`config.mk`:
```
export PLATFORM = sky130hd
export DESIGN_NAME = uart_baud_generator
export DESIGN_NICKNAME = d
export VERILOG_FILES = /design/src/rtl/uart_baud_generator.sv
export SDC_FILE = /design/constraint.sdc
export NUM_CORES = 1
export LEC_CHECK = 0
export BUFFER_PORTS_ARGS = -buffer_cell sky130_fd_sc_hd__buf_2
export CAP_MARGIN = 25
export CORE_MARGIN = 2
export CORE_UTILIZATION = 45
export DETAILED_ROUTE_END_ITERATION = 10
export HOLD_SLACK_MARGIN = 0.15
export PLACE_DENSITY_LB_ADDON = 0.3
export SLEW_MARGIN = 30
export SYNTH_ARGS = -nofsm -noshare
export SYNTH_HDL_FRONTEND = slang
export SYNTH_SLANG_ARGS = --single-unit
```
`constraint.sdc`:
```
create_clock -name physical_clock -period 12.35 [get_ports physical_clock]
set_input_delay 0.6175 -clock physical_clock [delete_from_list [all_inputs] [get_ports physical_clock]]
set_output_delay 0.6175 -clock physical_clock [all_outputs]
set_load 0.005 [all_outputs]
```
`src/rtl/uart_baud_generator.sv`:
```
// rtl/uart_baud_generator.sv - fractional-N UART sample/bit tick generator
// SET_BAUD recomputes the divisor with a sequential restoring divider, one quotient bit per cycle.
module uart_baud_generator #(
  parameter int unsigned CLK_HZ       = 25_000_000,
  parameter int unsigned DEFAULT_BAUD = 250_000,
  parameter int unsigned OVERSAMPLE   = 16,
  parameter int unsigned FRAC_BITS    = 4,
  parameter int unsigned CNT_WIDTH    = 32
) (
  input  logic                           physical_clock,
  input  logic                           reset,
  input  logic [2:0]                     instruction,
  input  logic [31:0]                    baudrate_value,
  output logic                           ready,
  output logic                           cfg_done,
  output logic                           cfg_error,
  output logic                           running,
  output logic                           sample_tick,
  output logic                           bit_tick,
  output logic                           uart_clock,
  output logic [31:0]                    bit_count,
  output logic [CNT_WIDTH+FRAC_BITS-1:0] divisor
);
  localparam int QW  = CNT_WIDTH + FRAC_BITS;
  localparam int OSW = $clog2(OVERSAMPLE);
  localparam int DW  = 32 + OSW;
  localparam int RW  = DW + 1;
  localparam int CW  = $clog2(QW);

  localparam logic [QW-1:0]  ONE         = QW'(1) << FRAC_BITS;
  localparam logic [QW-1:0]  MIN_DIV     = ONE << 1;
  localparam logic [QW-1:0]  NUM         = QW'(CLK_HZ) << FRAC_BITS;
  localparam logic [63:0]    DEF_DEN     = 64'(DEFAULT_BAUD) * 64'(OVERSAMPLE);
  localparam logic [QW-1:0]  DEFAULT_DIV = QW'((64'(CLK_HZ) << FRAC_BITS) / DEF_DEN);
  localparam logic [OSW-1:0] OS_LAST     = OSW'(OVERSAMPLE - 1);

  typedef enum logic [1:0] {S_IDLE, S_DIV, S_COMMIT} state_t;

  state_t          r_state;
  state_t          w_next;
  logic [CW-1:0]   r_cnt;
  logic [DW-1:0]   r_rem;
  logic [QW-1:0]   r_quo;
  logic [DW-1:0]   r_den;
  logic            r_zero;
  logic [QW-1:0]   r_div;
  logic [QW-1:0]   r_acc;
  logic [OSW-1:0]  r_sub;
  logic            r_uclk;
  logic [31:0]     r_bits;
  logic            r_run;
  logic            r_err;

  logic            w_accept, w_set, w_start, w_stop, w_resync;
  logic [RW-1:0]   w_trial;
  logic [DW-1:0]   w_diff;
  logic            w_fits, w_valid, w_commit_ok, w_hit;
  logic [QW-1:0]   w_acc_inc;

  assign w_accept = ready && instruction[2];
  assign w_set    = w_accept && (instruction[1:0] == 2'b00);
  assign w_start  = w_accept && (instruction[1:0] == 2'b01);
  assign w_stop   = w_accept && (instruction[1:0] == 2'b10);
  assign w_resync = w_accept && (instruction[1:0] == 2'b11);

  // Remainder stays below the denominator, so the difference fits in DW bits.
  assign w_trial     = {r_rem, r_quo[QW-1]};
  assign w_diff      = w_trial[DW-1:0] - r_den;
  assign w_fits      = !r_zero && (w_trial >= {1'b0, r_den});
  assign w_valid     = !r_zero && (r_quo >= MIN_DIV);
  assign w_commit_ok = cfg_done && w_valid;

  assign w_acc_inc   = r_acc + ONE;
  assign w_hit       = r_run && (w_acc_inc >= r_div);
  assign sample_tick = w_hit;
  assign bit_tick    = w_hit && (r_sub == OS_LAST);

  always_ff @(posedge physical_clock) begin
    if (reset) r_state <= S_IDLE;
    else       r_state <= w_next;
  end

  always_comb begin
    w_next   = r_state;
    ready    = 1'b0;
    cfg_done = 1'b0;
    case (r_state)
      S_IDLE: begin
        ready = 1'b1;
        if (instruction == 3'b100) w_next = S_DIV;
      end
      S_DIV:    if (r_cnt == CW'(QW - 1)) w_next = S_COMMIT;
      S_COMMIT: begin
        cfg_done = 1'b1;
        w_next   = S_IDLE;
      end
      default:  w_next = S_IDLE;
    endcase
  end

  always_ff @(posedge physical_clock) begin
    if (reset) begin
      r_cnt  <= '0;
      r_rem  <= '0;
      r_quo  <= '0;
      r_den  <= '0;
      r_zero <= 1'b0;
    end else if (w_set) begin
      r_cnt  <= '0;
      r_rem  <= '0;
      r_quo  <= NUM;
      r_den  <= {baudrate_value, OSW'(0)};
      r_zero <= (baudrate_value == 32'd0);
    end else if (r_state == S_DIV) begin
      r_cnt <= r_cnt + CW'(1);
      if (w_fits) begin
        r_rem <= w_diff;
        r_quo <= {r_quo[QW-2:0], 1'b1};
      end else begin
        r_rem <= w_trial[DW-1:0];
        r_quo <= {r_quo[QW-2:0], 1'b0};
      end
    end
  end

  // A valid commit or RESYNC restarts the bit phase; otherwise the engine advances only while running.
  always_ff @(posedge physical_clock) begin
    if (reset) begin
      r_div  <= DEFAULT_DIV;
      r_run  <= 1'b1;
      r_err  <= 1'b0;
      r_acc  <= '0;
      r_sub  <= '0;
      r_uclk <= 1'b0;
      r_bits <= '0;
    end else begin
      if (w_start)     r_run <= 1'b1;
      else if (w_stop) r_run <= 1'b0;
      if (cfg_done) r_err <= !w_valid;
      if (w_commit_ok) begin
        r_div  <= r_quo;
        r_acc  <= '0;
        r_sub  <= '0;
        r_bits <= '0;
      end else if (w_resync) begin
        r_acc  <= '0;
        r_sub  <= '0;
        r_bits <= '0;
      end else if (r_run) begin
        r_acc <= w_hit ? (w_acc_inc - r_div) : w_acc_inc;
        if (w_hit) r_sub <= r_sub + OSW'(1);
        if (bit_tick) begin
          r_uclk <= ~r_uclk;
          r_bits <= r_bits + 32'd1;
        end
      end
    end
  end

  assign running    = r_run;
  assign cfg_error  = r_err;
  assign uart_clock = r_uclk;
  assign bit_count  = r_bits;
  assign divisor    = r_div;

endmodule

```
# Yosys cells after proc, flatten, opt, wreduce, memory -nomap -nowiden
# Index checks and enable logic that the tools add are counted.
dict set report op_classes {
  n_reduce_logical 23
  bitwise_logic 3
  n_lt_le_gt_ge 3
  n_eq_ne 10
  addsub 6
  muxes 10
}
# cell count
set ops {}
lappend ops {{36-bit two-way mux} 2}
lappend ops {{36-bit subtractor} 2}
lappend ops {{29-bit two-way mux} 2}
lappend ops {{37-bit by 36-bit >= comparator with 1-bit output} 1}
lappend ops {{36-bit by 5-bit adder with 36-bit output (second input constant)} 1}
lappend ops {{36-bit >= comparator} 1}
lappend ops {{36-bit by 6-bit >= comparator with 1-bit output (second input constant)} 1}
lappend ops {{32-bit by 1-bit adder with 32-bit output (second input constant)} 1}
lappend ops {{32-bit logical NOT} 1}
lappend ops {{1-bit logical AND} 10}
lappend ops {{6-bit by 1-bit adder with 6-bit output (second input constant)} 1}
lappend ops {{2-bit == test (second input constant)} 3}
lappend ops {{6-bit == test (second input constant)} 1}
lappend ops {{2-bit AND reduction} 3}
lappend ops {{4-bit by 1-bit adder with 4-bit output (second input constant)} 1}
lappend ops {{2-bit by 1-bit == test with 1-bit output (second input constant)} 2}
lappend ops {{4-bit == test (second input constant)} 1}
lappend ops {{2-bit logical NOT} 2}
lappend ops {{2-bit two-way mux} 2}
lappend ops {{2-bit inequality test (second input constant)} 2}
lappend ops {{2-bit case mux with 2 select lines} 1}
lappend ops {{4-bit AND reduction} 1}
lappend ops {{2-bit OR reduction} 2}
lappend ops {{3-bit == test (second input constant)} 1}
lappend ops {{other kinds (5)} 10}
dict set report word_totals {
  in_bits 37
  reg_bits 224
  output_inout_bits 75
  wordCells 69
}

# Depth between registers and ports, before layout
# Gate-level depths: netlist of run 1.
dict set report logic_depth {
  word_depth 6
  ltp_mapped 21
}

# Worst setup path before layout of run 1
# OpenSTA, ideal clock, no wires.
dict set report synth_path {
  path_kind {register to output}
  startpoint {reg r_acc[4]}
  endpoint {out sample_tick}
  arrival_ps 3815
  t_required_ps 11733
  n_path_buf 2
  path_slack_ps 7918
  stages_incl_launch_ff 18
  path_cell_list {dfxtp_1 > ha_1 > and3_1 > clkbuf_1 > nand4_1 > nor3_1 > nand4_1 > nor2b_1 > xor2_1 > ha_1 > and3_1 > nand2_1 > o211ai_1 > nor2_1 > nor3_4 > o21ai_1 > inv_1 > clkbuf_1}
}
dict set report synth_between {
  elab_chain_len 3
}
# item line_no
set synth_lines {}
lappend synth_lines {{from (decl)} 47} ;# logic [QW-1:0] r_acc;
lappend synth_lines {{from (signal assigned)} 150} ;# r_acc <= w_hit ? (w_acc_inc - r_div) : w_acc_inc;
lappend synth_lines {{36-bit by 5-bit adder with 36-bit output} 73} ;# assign w_acc_inc = r_acc + ONE;
lappend synth_lines {{36-bit >= comparator} 74} ;# assign w_hit = r_run && (w_acc_inc >= r_div);
lappend synth_lines {{1-bit logical AND} 74}
lappend synth_lines {{to (decl)} 18} ;# output logic sample_tick,
# No other way between the ends.

# Final worst setup path of run 1
dict set report layout_path {
  startpoint {reg r_acc[6]}
  endpoint {out sample_tick}
}
# Same word-level chain as after synthesis.

==> results of run 1 <==
cell usage after synthesis (15+ instances only):
master and number:
sky130_fd_sc_hd__a21o_1 39, sky130_fd_sc_hd__a21oi_1 183, sky130_fd_sc_hd__nor4_1 20, sky130_fd_sc_hd__nand2_1 227
sky130_fd_sc_hd__a31oi_1 29, sky130_fd_sc_hd__o21ai_0 106, sky130_fd_sc_hd__and3_1 30, sky130_fd_sc_hd__nor3_1 18
sky130_fd_sc_hd__nand3_1 59, sky130_fd_sc_hd__clkbuf_1 83, sky130_fd_sc_hd__a211oi_1 20, sky130_fd_sc_hd__dfxtp_1 224
sky130_fd_sc_hd__ha_1 72, sky130_fd_sc_hd__nor2b_1 21, sky130_fd_sc_hd__nand4_1 29, sky130_fd_sc_hd__inv_1 94
sky130_fd_sc_hd__mux2i_1 67, sky130_fd_sc_hd__xnor2_1 66, sky130_fd_sc_hd__or3_1 15, sky130_fd_sc_hd__xor2_1 49
sky130_fd_sc_hd__nor2_1 145
area by class of cell:
class | instances | area share
Tap cell | 390 | 0.03210
Clock buffer | 38 | 0.04914
Multi-Input combinational cell | 1322 | 0.5463
Timing Repair Buffer | 126 | 0.04551
Clock inverter | 10 | 0.008724
Inverter | 94 | 0.02321
Sequential cell | 224 | 0.2951
worst max-delay path: stages, from the launching register on:
cell                       delay (ps)
sky130_fd_sc_hd__dfxtp_1          410
sky130_fd_sc_hd__and3_1           220
sky130_fd_sc_hd__and4_1           300
sky130_fd_sc_hd__nand4_1          340
sky130_fd_sc_hd__nor4_2           790
sky130_fd_sc_hd__nand3_1          200
sky130_fd_sc_hd__xnor2_1          210
sky130_fd_sc_hd__ha_1             410
sky130_fd_sc_hd__and3_1           260
sky130_fd_sc_hd__nand2_1          120
sky130_fd_sc_hd__o211ai_1         390
sky130_fd_sc_hd__nor2_1           150
sky130_fd_sc_hd__nor3_4           260
sky130_fd_sc_hd__o21ai_1          110
sky130_fd_sc_hd__buf_4            230
sky130_fd_sc_hd__inv_1            430
sky130_fd_sc_hd__buf_2            210
worst min-delay path by stage:
stage	start	end	slack, ps	cells past startpoint
floorplan	r_acc[3]	r_acc[3]	440	2
global placement	r_rem[3]	r_rem[3]	440	2
detailed placement	r_rem[3]	r_rem[3]	450	2
CTS	baudrate_value[19]	r_den[23]	320	3
global route	baudrate_value[3]	r_den[7]	340	3
finish	baudrate_value[10]	r_den[14]	340	3
per-layer routing:
| metal | share of wire | wire length (um) |
|---|---|---|
| met5 | 0 | 0 |
| met1 | 0.48 | 17140 |
| met3 | 0.049 | 1737 |
| met2 | 0.45 | 15860 |
| met4 | 0.022 | 784 |
power by group through the flow:
stage / clock network, W / registers, W / logic, W
6_report: 0.000794 / 0.000832 / 0.00135
5_1_grt: 0.000836 / 0.000840 / 0.00149
4_1_cts: 0.000808 / 0.000831 / 0.00134
3_5_place_dp: 0 / 0.000846 / 0.00133
3_3_place_gp: 0 / 0.000844 / 0.00131
2_1_floorplan: 0 / 0.000833 / 0.00105
through the flow:
step,setup WS [ps],hold slack (ps)
detailed placement,6761,446.7
floorplan,7918,435.6
global placement,6933,442.9
CTS,6234,323.6
finish,6165,336.8
global route,5810,340.2
state kept, by name, indices dropped and copies added, names as in the netlist, 2 cells and up:
signal,flops
divisor,36
r_acc,36
r_quo,36
r_rem,36
bit_count,32
r_den,32
r_cnt,6
r_sub,4
r_state,2
logic make-up (layout without fill, tap and decap cells):
kind of cell / after synthesis / in the layout / synth area share
AO/OA/AOI/OAI: 447 / 447 / 0.1997
XOR/XNOR: 115 / 115 / 0.07467
AND/OR/NAND/NOR: 616 / 616 / 0.2171
multiplexers: 70 / 70 / 0.05223
adder cells (fa/ha/maj): 74 / 74 / 0.06976
flip-flops: 224 / 224 / 0.3325
buffers and inverters: 189 / 268 / 0.05408
==> metrics.md, run 1 <==
| Metric | Value |
|---|---|
| Setup violation total in the final timing report | 0 |
| Starting Density | 0.4563 |
| DIE HEIGHT | 177.1 um |
| Combinational power share | 0.454 |
| Total negative slack | 0 ps |
| Met3 track demand over resource | 0.02685 |
| Count of flip-flops with a built-in enable after synthesis | 0 |
| Post-CTS Setup Bufs | 0 |
| Total gr overflow | 0 |
| GRT busiest layer | met2 |
| Vias in the first global route | 11661 |
| Number of CTS-inserted buffers | 26 |
| Termination of the worst setup path | sample_tick |
| Final HPWL from detailed placement | 25.50 mm |
| Count of maximum capacitance violations | 0 |
| Reg-to-Reg End | bit_count[24] |
| Latest clock arrival within the worst-skew pair | 540 ps |
| Initial antenna violation count | 0 |
| Syn Area/Cell | 7.774 um2 |
| Maximum buffer depth of the clock tree | 3 |
| Final critical-path required period | 6185 ps |
| Setup crit start | r_acc[6] |
| Pwr dens | 195.7 nW/um2 |
| Fraction of final layout cells with drive strength greater than 1 | 0.1086 |
| Worst min path class | in -> reg |
| Dpl cell area | 14310 um2 |
| RSZ-0062 raised after global routing | false |
| Total net switching power | 0.001171 W |
| Leak | 6.383 nW |
| Count of placed standard cells in the final layout, fillers left out | 2204 |
| Critical Path Sink Type | primary output |
| Startpoint Class | flop |
| Multi-input combinational cell area | 8304 um2 |
| I/O Pins | 112 |
| Biggest area contributors in the synthesized netlist | sky130_fd_sc_hd__dfxtp_1 33%, sky130_fd_sc_hd__a21oi_1 6.8%, sky130_fd_sc_hd__ha_1 6.7%, sky130_fd_sc_hd__nand2_1 6.3%, sky130_fd_sc_hd__mux2i_1 5.0% |
| Detailed Route WL | 35.53 mm |
| Data arrival time of the critical path | 5570 ps |
| Layout Cell Area excl Fill | 15200 um2 |
| Wire length of the first global-routing pass | 58.53 mm |
| Register clock-pin slew on the reported worst setup and hold paths | 60 ps |
| RD Place Congestion | 0.9036 |
| Relative area change from synthesis to final layout | 12.71% |
| Overall Power | 0.002975 W |
| Met1 GRT Util | 0.3091 |
| DR DRC count | 0 |
| Total vias in the final route | 12400 |
| Synth Warn # | 0 |
| Depth of the CTS H-tree | 1 |
| Utilization after layout | 0.5143 |
| Storage cell area | 4486 um2 |
| Resized Gates After CTS | 0 |
| Mean routed wirelength per cell | 16.12 um |
| Clock Sinks | 224 |
| All-Layer GR Usage | 0.2238 |
| First-pass DRT Iterations | 5 |
| Final Cycle Share | 0.5008 |
| Total of flip-flops plus latches after synthesis | 224 |
| Vias per Instance | 5.626 |
| Count of routing violations after the opening detailed-route iteration | 872 |
| Core box area | 29560 um2 |
| Total Die Area | 31370 um2 |
| Share of Yosys cell area claimed by the top area cell type | 0.3325 |
| Tightest Pin Transition | 1063 ps |
| Maximum fanout encountered on the critical timing path | 15 |
| Max Freq | 161.7 MHz |
| Die Wd | 177.1 um |
| Maximum vdd drop | 0.1301 mV |
| Status | complete, no violations |
| Commonest non-fill, non-tap cell in the layout | sky130_fd_sc_hd__nand2_1 |
| Layout Skew | 17.09 ps |
| Worst-case register-to-register setup slack | 6670 ps |
| Share of total power in sequential cells | 0.280 |
| Filler cells | 2864 |
| Number of instances in the synthesized netlist | 1735 |
| Number of cell instances on the worst register-to-register path | 16 |
| Slew margin rel. | 0.2851 |
| Max-slew violation total from the final report | 0 |
| Share of total power in the clock network | 0.267 |
| Yosys top cell by area | sky130_fd_sc_hd__dfxtp_1 |
| Count of inserted antenna diode cells | 0 |
| Met2 routing resource usage after global routing | 0.3679 |
| Nets | 1905 |
| Quantity of hold-fixing buffers added after cts | 0 |
| Syn_nets | 1846 |
| Number of nets with antenna violations after detailed routing | 0 |
| Worst r2r src | r_acc[6] |
| Cell Count Post-Placement | 2156 |
| Mapped Area | 13490 um2 |
| Root Buffer | sky130_fd_sc_hd__clkbuf_16 |
| Sequential share of the synthesized area | 0.3325 |
| # rows | 63 |
| Clock tree from TritonCTS | built |
| Prevailing post-synth register cell | sky130_fd_sc_hd__dfxtp_1 |
| Share of synthesized flip-flops with an asynchronous set or reset | 0 |
| Post-synth cell types | 68 |
| Most frequent cells in the layout | 226 x sky130_fd_sc_hd__nand2_1, 223 x sky130_fd_sc_hd__dfxtp_1, 183 x sky130_fd_sc_hd__a21oi_1 |
| PortBufs | 111 |
| Total count of hold-check failures in the final report | 0 |
| Maximum number of pins on one net before global-route repair | 89 |
| Switch share | 0.3937 |
| Internal cell power | 0.001804 W |
| Worst path required time | 11730 ps |
| Classification of the worst setup path | reg -> out |
No activity file was read; power rests on OpenSTA's default activity.
==> run 2, diff against run 1 <==
- clock period: 12.35 -> 5.41 ns (I/O delays scaled with it)
==> metrics.md, run 2 (synthesized netlist as in run 1, its figures left out) <==
| Metric | Value |
|---|---|
| Status | complete, no violations (unchanged) |
| Tightest Pin Transition | 873.8 ps (was 1063 ps) |
| Mean routed wirelength per cell | 15.95 um (was 16.12 um) |
| Worst Hold Path Cells | 4 (was 3) |
| Maximum number of pins on one net before global-route repair | 73 (was 89) |
| Vias per Instance | 5.581 (was 5.626) |
| DIE HEIGHT | 177.1 um (unchanged) |
| # rows | 63 (unchanged) |
| Share of total power in sequential cells | 0.276 (was 0.280) |
| Nets | 1952 (was 1905) |
| Multi-input combinational cell area | 8332 um2 (was 8304 um2) |
| Slew margin rel. | 0.4121 (was 0.2851) |
| Vias in the first global route | 11679 (was 11661) |
| RD Place Congestion | 0.8877 (was 0.9036) |
| Detailed Route WL | 35.90 mm (was 35.53 mm) |
| Count of inserted antenna diode cells | 0 (unchanged) |
| Final Cycle Share | 0.9630 |
| Relative area change from synthesis to final layout | 16.10% (was 12.71%) |
| Depth of the CTS H-tree | 1 (unchanged) |
| I/O Pins | 112 (unchanged) |
| Stage delay of the slowest cell on the critical path | 420 ps (was 790 ps) |
| First-pass DRT Iterations | 5 (unchanged) |
| Total gr overflow | 0 (unchanged) |
| Combinational power share | 0.465 (was 0.454) |
| DR DRC count | 0 (unchanged) |
| Total Die Area | 31370 um2 (unchanged) |
| Worst path required time | 5140 ps (was 11730 ps) |
| Switch share | 0.3906 (was 0.3937) |
| Count of maximum capacitance violations | 0 (unchanged) |
| Most frequent cells in the layout | 226 x sky130_fd_sc_hd__nand2_1, 222 x sky130_fd_sc_hd__dfxtp_1, 183 x sky130_fd_sc_hd__a21oi_1 (was 226 x sky130_fd_sc_hd__nand2_1, 223 x sky130_fd_sc_hd__dfxtp_1, 183 x sky130_fd_sc_hd__a21oi_1) |
| Worst-case register-to-register setup slack | 450 ps (was 6670 ps) |
| Slowest stage cell on the critical path | sky130_fd_sc_hd__ha_2 (was sky130_fd_sc_hd__nor4_2) |
| Startpoint Class | flop (unchanged) |
| Cell Count Post-Placement | 2161 (was 2156) |
| Reg-to-Reg End | bit_count[28] (was bit_count[24]) |
| Fraction of final layout cells with drive strength greater than 1 | 0.1198 (was 0.1086) |
| Max-slew violation total from the final report | 0 (unchanged) |
| Total net switching power | 0.002691 W (was 0.001171 W) |
| Root Buffer | sky130_fd_sc_hd__clkbuf_16 (unchanged) |
| Most used cell, CP | sky130_fd_sc_hd__buf_4 (was sky130_fd_sc_hd__and3_1) |
| Data arrival time of the critical path | 4940 ps (was 5570 ps) |
| PortBufs | 111 (unchanged) |
| Number of CTS-inserted buffers | 26 (unchanged) |
| Count of buffer and inverter cells on the critical path | 6 (was 3) |
| Internal cell power | 0.004198 W (was 0.001804 W) |
| Pwr dens | 439.9 nW/um2 (was 195.7 nW/um2) |
| Total count of hold-check failures in the final report | 0 (unchanged) |
| Storage cell area | 4487 um2 (was 4486 um2) |
| Leak | 6.596 nW (was 6.383 nW) |
| Layout Cell Area excl Fill | 15660 um2 (was 15200 um2) |
| Clock tree from TritonCTS | built (unchanged) |
| Worst min path class | in -> reg (unchanged) |
| Initial antenna violation count | 0 (unchanged) |
| Dpl cell area | 14340 um2 (was 14310 um2) |
| Maximum fanout encountered on the critical timing path | 16 (was 15) |
| Starting Density | 0.4563 (unchanged) |
| Classification of the worst setup path | reg -> out (unchanged) |
| Worst Hold Slack | 208.8 ps (was 336.8 ps) |
| Die Wd | 177.1 um (unchanged) |
| Commonest non-fill, non-tap cell in the layout | sky130_fd_sc_hd__nand2_1 (unchanged) |
| Critical Path Sink Type | primary output (unchanged) |
| Latest clock arrival within the worst-skew pair | 540 ps (about the same) |
| Utilization after layout | 0.5298 (was 0.5143) |
| Clock Sinks | 224 (unchanged) |
| Max Freq | 191.9 MHz |
| Setup violation total in the final timing report | 0 (unchanged) |
| Final critical-path required period | 5210 ps |
| Register clock-pin slew on the reported worst setup and hold paths | 60 ps (about the same) |
| Maximum buffer depth of the clock tree | 3 (unchanged) |
| Share of total power in the clock network | 0.259 (was 0.267) |
| Worst Hold Launch | instruction[0] (was baudrate_value[10]) |
| All-Layer GR Usage | 0.2254 (was 0.2238) |
| Total vias in the final route | 12562 (was 12400) |
| Worst r2r src | r_acc[7] (was r_acc[6]) |
| Core box area | 29560 um2 (unchanged) |
| Total negative slack | 0 ps (unchanged) |
| Wire length of the first global-routing pass | 58.75 mm (was 58.53 mm) |
| Count of routing violations after the opening detailed-route iteration | 844 (was 872) |
| Critical Path, Cell by Cell | and3_1 > and4_1 > nand4_1 > buf_4 > nor4_2 > buf_4 > nand3_1 > xnor2_1 > ha_2 > and3_1 > nand2_1 > o211ai_1 > nor2_1 > nor3_4 > buf_4 > o211ai_2 > buf_6 > inv_1 > buf_2 (was and3_1 > and4_1 > nand4_1 > nor4_2 > nand3_1 > xnor2_1 > ha_1 > and3_1 > nand2_1 > o211ai_1 > nor2_1 > nor3_4 > o21ai_1 > buf_4 > inv_1 > buf_2) |
| Final HPWL from detailed placement | 25.29 mm (was 25.50 mm) |
| Count of placed standard cells in the final layout, fillers left out | 2251 (was 2204) |
| Number of cell instances on the worst register-to-register path | 18 (was 16) |
| Layout Skew | 20.98 ps (was 17.09 ps) |
| Hold endpoint | running (was r_den[14]) |
| Number of nets with antenna violations after detailed routing | 0 (unchanged) |
| Maximum vdd drop | 0.3005 mV (was 0.1301 mV) |
| Filler cells | 2808 (was 2864) |
| Kind of cell adding the most delay to the critical path | simple AND/OR/NAND/NOR gates (unchanged) |
[run 2: changes by cell type in the layout (fill, tap and decap cells not counted), moves of 2 or more]
cell,previous run,this run
sky130_fd_sc_hd__buf_4,13,27
sky130_fd_sc_hd__clkbuf_8,3,8
sky130_fd_sc_hd__ha_2,0,2
sky130_fd_sc_hd__ha_1,72,70
sky130_fd_sc_hd__nor2_1,143,141
sky130_fd_sc_hd__dlygate4sd3_1,0,33
sky130_fd_sc_hd__clkbuf_1,8,5
sky130_fd_sc_hd__nor2_2,2,4
sky130_fd_sc_hd__bufinv_16,3,1
[run 2: worst min-delay path, stage by stage]
cell                      delay (ps)
sky130_fd_sc_hd__buf_2           120
sky130_fd_sc_hd__a31oi_1          90
sky130_fd_sc_hd__a21oi_1         130
sky130_fd_sc_hd__or2_2           110
[run 2: power groups by stage]
stage	combinational [W]	clock, W	sequential (W)
2_1_floorplan	0.00240	0	0.00190
3_3_place_gp	0.00304	0	0.00193
3_5_place_dp	0.00308	0	0.00193
4_1_cts	0.00312	0.00182	0.00190
5_1_grt	0.00355	0.00188	0.00192
6_report	0.00320	0.00179	0.00190
[run 2: cell type report]
cell class,count,area share
Multi-Input combinational cell,1322,0.5320
Sequential cell,224,0.2865
Timing Repair Buffer,173,0.07151
Clock buffer,40,0.05137
Tap cell,390,0.03116
Inverter,94,0.02277
Clock inverter,8,0.004634
[run 2: worst max path at each step]
stage,start,to,slack [ps],cells past startpoint
floorplan,r_acc[4],bit_count[18],1110,18
global placement,r_acc[4],sample_tick,580,17
detailed placement,r_acc[4],sample_tick,380,17
CTS,r_acc[6],sample_tick,30,18
global route,r_acc[7],bit_tick,-60,19
finish,r_acc[7],bit_tick,200,19
[run 2: timing repair]
action                                  4_1_cts  5_1_grt
setup buffers                                 0        9
endpoints found under the setup margin        1        8
pin swaps                                     0        6
hold endpoints to repair                     34        0
cloned                                        0        0
hold buffers                                 33        0
gates resized for setup                       3        9
[run 2: through the flow]
stage               setup WS, ps  power (W)
floorplan                   1105   0.004306
global placement           580.6   0.004967
detailed placement         377.4   0.005014
CTS                        31.63   0.006837
global route              -61.92   0.007345
finish                     200.2   0.006889
[run 2: layer usage]
layer  track usage  vias to the layer above  share of wire
li1              -                     6306              -
met1        0.3166                     5897           0.48
met2        0.3568                      291           0.44
met3       0.03265                       68          0.052
met4       0.06784                        0          0.029
met5             0                        -              0
==> run 3, diff against run 2 <==
- clock period: 5.41 -> 5.2 ns (I/O delays scaled with it)
==> metrics.md, run 3 (synthesized netlist as in run 1, its figures left out) <==
| Metric | Value |
|---|---|
| Total Die Area | 31370 um2 (unchanged) |
| Detailed Route WL | 36.36 mm (was 35.90 mm) |
| Mean routed wirelength per cell | 16.16 um (was 15.95 um) |
| Total vias in the final route | 12539 (was 12562) |
| Startpoint Class | flop (unchanged) |
| Status | complete, no violations (unchanged) |
| # rows | 63 (unchanged) |
| DIE HEIGHT | 177.1 um (unchanged) |
| Slew margin rel. | 0.2892 (was 0.4121) |
| PortBufs | 111 (unchanged) |
| Layout Cell Area excl Fill | 15690 um2 (was 15660 um2) |
| Critical Path Sink Type | primary output (unchanged) |
| DR DRC count | 0 (unchanged) |
| Max Freq | 199.5 MHz |
| Vias in the first global route | 11576 (was 11679) |
| Final HPWL from detailed placement | 25.84 mm (was 25.29 mm) |
| Setup violation total in the final timing report | 0 (unchanged) |
| Combinational power share | 0.452 (was 0.465) |
| Number of CTS-inserted buffers | 27 (was 26) |
| Die Wd | 177.1 um (unchanged) |
| Clock Sinks | 224 (unchanged) |
| Maximum buffer depth of the clock tree | 3 (unchanged) |
| Worst Hold Slack | 305.3 ps (was 208.8 ps) |
| Commonest non-fill, non-tap cell in the layout | sky130_fd_sc_hd__nand2_1 (unchanged) |
| Final critical-path required period | 5013 ps |
| Initial antenna violation count | 2 (was 0) |
| Filler cells | 2798 (was 2808) |
| Data arrival time of the critical path | 4750 ps (was 4940 ps) |
| Switch share | 0.3817 (was 0.3906) |
| Maximum number of pins on one net before global-route repair | 69 (was 73) |
| I/O Pins | 112 (unchanged) |
| Internal cell power | 0.004489 W (was 0.004198 W) |
| Layout Skew | 9.817 ps (was 20.98 ps) |
| Share of total power in the clock network | 0.275 (was 0.259) |
| Relative area change from synthesis to final layout | 16.30% (was 16.10%) |
| Count of routing violations after the opening detailed-route iteration | 1069 (was 844) |
| Setup slack after placement | 374.7 ps (was 377.4 ps) |
| Nets | 1952 (unchanged) |
| Tightest Pin Transition | 1056 ps (was 873.8 ps) |
| Latest clock arrival within the worst-skew pair | 530 ps (was 540 ps) |
| Final Cycle Share | 0.9640 |
| Maximum vdd drop | 0.2581 mV (was 0.3005 mV) |
| Utilization after layout | 0.5307 (was 0.5298) |
| Pwr dens | 462.8 nW/um2 (was 439.9 nW/um2) |
| Minimum setup slack in the final design | 187.2 ps (was 200.2 ps) |
| Total net switching power | 0.002771 W (was 0.002691 W) |
| Maximum fanout encountered on the critical timing path | 16 (unchanged) |
| Depth of the CTS H-tree | 1 (unchanged) |
| Classification of the worst setup path | reg -> out (unchanged) |
| Starting Density | 0.4563 (unchanged) |
| Clock tree from TritonCTS | built (unchanged) |
| Fraction of final layout cells with drive strength greater than 1 | 0.1151 (was 0.1198) |
| Number of nets with antenna violations after detailed routing | 0 (unchanged) |
| First-pass DRT Iterations | 5 (unchanged) |
| Total gr overflow | 0 (unchanged) |
| Max-slew violation total from the final report | 0 (unchanged) |
| Total count of hold-check failures in the final report | 0 (unchanged) |
| Worst path required time | 4940 ps (was 5140 ps) |
| All-Layer GR Usage | 0.2278 (was 0.2254) |
| Vias per Instance | 5.573 (was 5.581) |
| Share of total power in sequential cells | 0.273 (was 0.276) |
| Most frequent cells in the layout | 226 x sky130_fd_sc_hd__nand2_1, 223 x sky130_fd_sc_hd__dfxtp_1, 183 x sky130_fd_sc_hd__a21oi_1 (was 226 x sky130_fd_sc_hd__nand2_1, 222 x sky130_fd_sc_hd__dfxtp_1, 183 x sky130_fd_sc_hd__a21oi_1) |
| Root Buffer | sky130_fd_sc_hd__clkbuf_16 (unchanged) |
| RD Place Congestion | 0.9452 (was 0.8877) |
| Worst min path class | in -> reg (unchanged) |
| Wire length of the first global-routing pass | 59.13 mm (was 58.75 mm) |
| Count of maximum capacitance violations | 0 (unchanged) |
| Register clock-pin slew on the reported worst setup and hold paths | 60 ps (about the same) |
| Core box area | 29560 um2 (unchanged) |
| Dpl cell area | 14320 um2 (was 14340 um2) |
| Leak | 6.611 nW (was 6.596 nW) |
## run 3: cell count changes in the layout (fill, tap and decap cells not counted), sizes merged
cell	previous run	this run
diode	0	1
bufinv	1	4
inv	93	94
clkinv	4	3
buf	140	138
dlygate4sd3	33	34
clkinvlp	4	0
## run 3: stage by stage
stage                     cells  power, W  setup TNS, ps
after global placement     2161  0.005130              0
after floorplan            1735  0.004479              0
final                      2250  0.007260              0
after global routing       2250  0.007722         -173.1
after CTS                  2242  0.007207              0
after detailed placement   2161  0.005172              0
## run 3: what timing repair did
action                                  in CTS  in global routing
hold buffers                                34                  0
pin swaps                                    0                  3
gates resized for setup                      1                  4
hold endpoints to repair                    34                  0
endpoints found under the setup margin       1                 15
buffers inserted                             0                  7
## run 3: final cells by class
class / count / area, um2 / area share
multi-input combinational: 1322 / 8312 / 0.5299
sequential: 224 / 4486 / 0.2860
timing repair buffer: 172 / 1099 / 0.07003
clock buffer: 40 / 804.5 / 0.05129
tap: 390 / 488.0 / 0.03111
inverter: 94 / 352.8 / 0.02249
clock inverter: 7 / 142.6 / 0.009093
antenna: 1 / 2.502 / 0.0001595
## run 3: worst max-delay path, cell delays in order, from the launching register on
cell and delay, ps:
sky130_fd_sc_hd__dfxtp_1 420, sky130_fd_sc_hd__and3_1 230, sky130_fd_sc_hd__and4_1 260, sky130_fd_sc_hd__nand4_1 250, sky130_fd_sc_hd__nor2_4 230, sky130_fd_sc_hd__and3_1 270, sky130_fd_sc_hd__nand3_1 120, sky130_fd_sc_hd__xnor2_1 240
sky130_fd_sc_hd__ha_1 350, sky130_fd_sc_hd__a21o_1 200, sky130_fd_sc_hd__a21o_1 170, sky130_fd_sc_hd__a21oi_1 190, sky130_fd_sc_hd__o211ai_1 150, sky130_fd_sc_hd__buf_4 170, sky130_fd_sc_hd__a2111oi_4 240, sky130_fd_sc_hd__nor3_4 120
sky130_fd_sc_hd__o211ai_2 180, sky130_fd_sc_hd__buf_4 250, sky130_fd_sc_hd__inv_1 50, sky130_fd_sc_hd__buf_2 120
## run 3: path summary, 6_finish.rpt
path | startpoint | cells after the start | slack (ps) | end
max | r_acc[6] | 19 | 190 | bit_tick
min | reset | 2 | 310 | divisor[15]
max reg2reg | r_acc[6] | 18 | 390 | bit_count[22]
min reg2reg | r_rem[3] | 2 | 450 | r_rem[3]
## run 3: metal layers
layer  global-route usage  wire [um]
met1               0.3155      17210
met2               0.3654      16230
met3              0.03780       2122
met4              0.06198        795
met5                    0          0
## run 3: power by group through the flow
stage / Combinational [W] / Sequential, W / Clock, W
6_report: 0.00328 / 0.00198 / 0.00200
5_1_grt: 0.00362 / 0.00200 / 0.00210
4_1_cts: 0.00320 / 0.00198 / 0.00203
3_5_place_dp: 0.00316 / 0.00201 / 0
3_3_place_gp: 0.00312 / 0.00201 / 0
2_1_floorplan: 0.00250 / 0.00198 / 0
